File: config.mk
export PLATFORM = sky130hd
export DESIGN_NAME = i2c_fifo
export DESIGN_NICKNAME = d
export VERILOG_FILES = /design/src/rtl/i2c_fifo.sv
export SDC_FILE = /design/constraint.sdc
export NUM_CORES = 1
export LEC_CHECK = 0
export ABC_AREA = 1
export BUFFER_PORTS_ARGS = -buffer_cell sky130_fd_sc_hd__buf_2
export CORE_MARGIN = 2
export CORE_UTILIZATION = 49
export DETAILED_ROUTE_END_ITERATION = 12
export PLACE_DENSITY_LB_ADDON = 0.1
export SYNTH_ARGS = -nofsm -noshare
export SYNTH_HDL_FRONTEND = slang
export SYNTH_SLANG_ARGS = --single-unit
File: constraint.sdc
create_clock -name PCLK -period 3.75 [get_ports PCLK]
set_clock_uncertainty 0.2 [all_clocks]
set_input_delay 0.75 -clock PCLK [delete_from_list [all_inputs] [get_ports PCLK]]
set_output_delay 0.75 -clock PCLK [all_outputs]
set_load 0.01 [all_outputs]
File: src/rtl/i2c_fifo.sv
// First-word-fall-through FIFO shared by the APB bridge and the I2C core.
// Head word is presented combinationally from the read pointer; status is derived from a registered count.
module i2c_fifo #(
    parameter int DWIDTH = 32,
    parameter int AWIDTH = 2
) (
    input  logic              PCLK,
    input  logic              PRESET,
    input  logic              WR_EN,
    input  logic [DWIDTH-1:0] DATA_IN,
    input  logic              RD_EN,
    output logic [DWIDTH-1:0] DATA_OUT,
    output logic              FULL,
    output logic              EMPTY,
    output logic [AWIDTH:0]   COUNT,
    output logic              OVERFLOW,
    output logic              UNDERFLOW
);

    localparam int DEPTH = 1 << AWIDTH;
    localparam logic [AWIDTH:0] DEPTH_CNT = (AWIDTH+1)'(DEPTH);

    logic [DWIDTH-1:0] mem [DEPTH];

    logic [AWIDTH-1:0] wr_ptr_q, wr_ptr_d;
    logic [AWIDTH-1:0] rd_ptr_q, rd_ptr_d;
    logic [AWIDTH:0]   count_q, count_d;
    logic              overflow_q, overflow_d;
    logic              underflow_q, underflow_d;

    logic empty;
    logic full;
    logic pop_ok;
    logic push_ok;
    logic mem_we;

    assign empty = (count_q == '0);
    assign full  = (count_q == DEPTH_CNT);

    always_comb begin
        pop_ok      = RD_EN && !empty;
        // A pop on a full FIFO frees the slot the simultaneous push fills.
        push_ok     = WR_EN && (!full || pop_ok);
        mem_we      = push_ok && !PRESET;
        wr_ptr_d    = wr_ptr_q;
        rd_ptr_d    = rd_ptr_q;
        count_d     = count_q;
        overflow_d  = 1'b0;
        underflow_d = 1'b0;

        if (PRESET) begin
            wr_ptr_d = '0;
            rd_ptr_d = '0;
            count_d  = '0;
        end else begin
            if (push_ok) begin
                wr_ptr_d = wr_ptr_q + 1'b1;
            end
            if (pop_ok) begin
                rd_ptr_d = rd_ptr_q + 1'b1;
            end
            if (push_ok && !pop_ok) begin
                count_d = count_q + 1'b1;
            end else if (pop_ok && !push_ok) begin
                count_d = count_q - 1'b1;
            end
            overflow_d  = WR_EN && !push_ok;
            underflow_d = RD_EN && empty;
        end
    end

    always_ff @(posedge PCLK) begin
        if (PRESET) begin
            wr_ptr_q    <= '0;
            rd_ptr_q    <= '0;
            count_q     <= '0;
            overflow_q  <= 1'b0;
            underflow_q <= 1'b0;
        end else begin
            wr_ptr_q    <= wr_ptr_d;
            rd_ptr_q    <= rd_ptr_d;
            count_q     <= count_d;
            overflow_q  <= overflow_d;
            underflow_q <= underflow_d;
        end
    end

    // Storage is intentionally left uninitialised by reset.
    generate
        for (genvar gi = 0; gi < DEPTH; gi++) begin : g_mem
            always_ff @(posedge PCLK) begin
                if (mem_we && (wr_ptr_q == AWIDTH'(gi))) begin
                    mem[gi] <= DATA_IN;
                end
            end
        end
    endgenerate

    assign DATA_OUT  = empty ? '0 : mem[rd_ptr_q];
    assign FULL      = full;
    assign EMPTY     = empty;
    assign COUNT     = count_q;
    assign OVERFLOW  = overflow_q;
    assign UNDERFLOW = underflow_q;

endmodule

==> summary.txt <==
Placement
  – Detailed-placement wirelength estimate: 6.59 mm
  – Placed instance area: 0.00612 sq mm
  – Routability-driven placement congestion ratio: 0.754
  – Instance count after placement with tap cells included: 658
  – IO buf count: 74

GRT
  – GR Overflow Total: 0
  – Pin count of the biggest net entering global routing: 65
  – Antenna violations before repair: 0
  – Vias in the first global route: 3527
  – First-pass GRT wire length: 18.6 mm
  – Global-route usage over all layers: 19.5%

Synthesis
  – Library cells used by synthesis: 22
  – Post-synthesis mux area share: 0%
  – Mean cell area of the mapped netlist: 12.5 sq um
  – Synth Area in Simple Gates: 11.2%
  – XOR/XNOR Fraction of Synth Area: 0.153%
  – Sequential area share after synthesis: 71.2%
  – Combinational family with the most area after synthesis: simple AND/OR/NAND/NOR gates
  – Mapped Nets: 497
  – Post-synthesis sequential element count: 139
  – Synth Area in Adders: 1.45%
  – Total of warnings raised by yosys: 0
  – Post-synthesis compound-gate area fraction: 10.7%
  – Cell area after synthesis: 0.00571 sq mm
  – Proportion of netlist area held by the largest area contributor: 67.3%
  – Cells taking the most area after synthesis: edfxtp_1, nor2_1, a21oi_2, dfxtp_1, o21ai_1
  – Library cell with the largest summed area after synthesis: edfxtp_1
  – Gate Count Post-Synth: 455

Routing
  – Average wire length per cell after detail routing: 16.7 um
  – Total DRC errors in the routed layout: 0
  – Total Routed Length: 11.5 mm
  – First-pass detailed-route iteration total: 4
  – Detail-routed via count per cell: 5.13
  – Via count: 3540
  – Antenna Violating Nets Remaining: 0
  – DR iter-0 viols: 267

Floorplanning
  – Core Rows: 39
  – Initial Utilization: 50.0%
  – Die Y: 112 um
  – DIE WIDTH: 112 um
  – Overall die area: 0.0125 sq mm
  – Core region area: 0.0114 sq mm
  – Ports: 75

Power
  – Switching fraction of total power: 30.6%
  – Clk network pwr share: 35.2%
  – Proportion of power drawn by combinational gates: 26.6%
  – Static Leakage: 2.48 nW
  – Power after layout: 4.80 mW
  – Peak supply drop: 660 uV
  – Sequential cell fraction of total power: 38.1%
  – PD cells: 715 mW/mm^2
  – Cell Int Power: 3.33 mW
  – Switching Power: 1.47 mW

STA
  – Minimum clock period: 3100 ps
  – Upper clock frequency limit: 322 MHz
  – TNS Setup: 0 ps
  – Slew @ Worst Pin: 1210 ps
  – Fin crit share: 82.7%
  – Final Max Tran Viols: 0
  – Final Hold Violating Endpoints: 0
  – Setup violations, final: 0
  – Headroom to the max-slew limit: 18.9%
  – Unrepaired setup endpoints after global routing: no

Worst setup path
  – Critical Path Source Type: register
  – Kind of capture point of the worst setup path: output pin
  – Arrival time of data at the critical path endpoint: 2150 ps
  – Critical path start-end classification: reg2out
  – WP data required: 2800 ps
  – Worst Path Max Fanout: 41

CTS
  – TritonCTS clock tree: yes
  – CTS H-tree depth: 4
  – Clock buffers created by TritonCTS: 17
  – Clock root buffer master: clkbuf_16
  – Clock Tree Buf Depth: 2
  – Clk slew on worst S/H paths: 60 ps
  – Number of instances resized during post-cts repair: 0
  – Clock latency reported for the late side of the worst-skew pair: 410 ps
  – Sinks on Clock Net: 139
  – Post CTS Setup Buffer Count: 0
  – Hold-fix buffer count after cts: 0

Final layout
  – Layout Cell Area excl Fill: 0.00672 sq mm
  – Total of fill cells in the finished design: 971
  – Leading cell type in the layout, fill and taps excluded: nor2_1
  – Ratio of cells with drive above 1 in the final layout: 26.1%
  – Layout Cells excl Fill: 690
  – Post-layout net count: 576
  – Area Growth Syn to Fin: 17.6%
  – Commonest cells after routing, fill and taps aside: nor2_1, edfxtp_1, buf_2, o21ai_1, a21oi_2
  – Diode insertion count for antenna repair: 0

Status
  – Status: complete, no violations

Job
  – Number of maximum-capacitance violations: 0

Worst hold path
  – Hold crit path type: reg2reg
==> cell type report <==
type | count | area (sq um) | share of cell area (%)
clock inverters | 9 | 145 | 2.16
flip-flops and latches | 139 | 4070 | 60.5
inverters | 19 | 71.3 | 1.06
multi-input cells | 274 | 1370 | 20.4
repair buffers | 83 | 438 | 6.52
well taps | 143 | 179 | 2.66
clock buffers | 23 | 448 | 6.67
==> power groups by stage <==
| stage | logic, mW | clock network [mW] | registers, mW |
|---|---|---|---|
| detailed placement | 1.30 | 0 | 1.86 |
| CTS | 1.31 | 1.72 | 1.83 |
| finish | 1.28 | 1.69 | 1.83 |
| global placement | 1.29 | 0 | 1.86 |
| floorplan | 0.967 | 0 | 1.87 |
| global route | 1.43 | 1.79 | 1.84 |
==> stage by stage <==
| step | setup slack (ps) | hold slack [ps] | util, % |
|---|---|---|---|
| after global routing | 433 | 333 | 58.8 |
| after global placement | 977 | 288 | 53.6 |
| after detailed placement | 951 | 296 | 53.6 |
| after floorplan | 620 | 259 | - |
| after CTS | 572 | 309 | 58.8 |
| final | 648 | 299 | 58.8 |
==> cells in the mapped netlist <==
master	count
buf_4	1
o21ai_1	43
nand3_1	6
buf_6	6
a21oi_2	26
clkbuf_2	5
xor2_1	1
buf_8	2
buf_2	5
nor3_1	2
inv_2	1
edfxtp_1	128
dfxtp_1	11
nor2_1	137
o21ai_0	22
fa_1	1
nor2_2	4
a21oi_1	11
inv_1	18
ha_1	5
buf_12	4
nand2_1	16
==> worst paths after layout <==
kind | startpoint | endpoint | slack, ps | cells past startpoint
setup / recovery | register | DATA_OUT[24] | 650 | 5
hold / removal | rd_ptr_q[1]$_SDFFE_PP0P_ | rd_ptr_q[1]$_SDFFE_PP0P_ | 300 | 2
setup reg to reg | COUNT[1]$_SDFFE_PP0P_ | mem[1][2]$_DFFE_PP_ | 1340 | 7
hold reg to reg | rd_ptr_q[1]$_SDFFE_PP0P_ | rd_ptr_q[1]$_SDFFE_PP0P_ | 300 | 2
==> cell families after synthesis <==
logic type / Yosys count
AOI/OAI and AO/OA: 102
xor gates and xnor gates: 1
adders and majority gates: 6
buffers and inverters: 42
DFF: 139
and+or+nand+nor: 165
==> registers in the layout, indices dropped and copies added (netlist names), named ones only <==
name and cells:
OVERFLOW 1, rd_ptr_q 2, COUNT 3, UNDERFLOW 1, wr_ptr_q 2, mem 128
==> per-layer routing <==
| layer | vias up | routed length [um] | GRT usage [%] |
|---|---|---|---|
| met3 | 9 | 457 | 4.57 |
| met2 | 83 | 5860 | 32.6 |
| li1 | 1739 | - | - |
| met4 | 0 | 99 | 7.15 |
| met5 | - | 0 | 0 |
| met1 | 1709 | 5120 | 25.0 |
==> critical path, stage by stage, from the launching register on <==
cell and delay (ps):
dfxtp_2 320, inv_2 510, buf_4 390, o21ai_0 130, a21oi_1 190, buf_2 180
(Power assumes the default switching activity.)
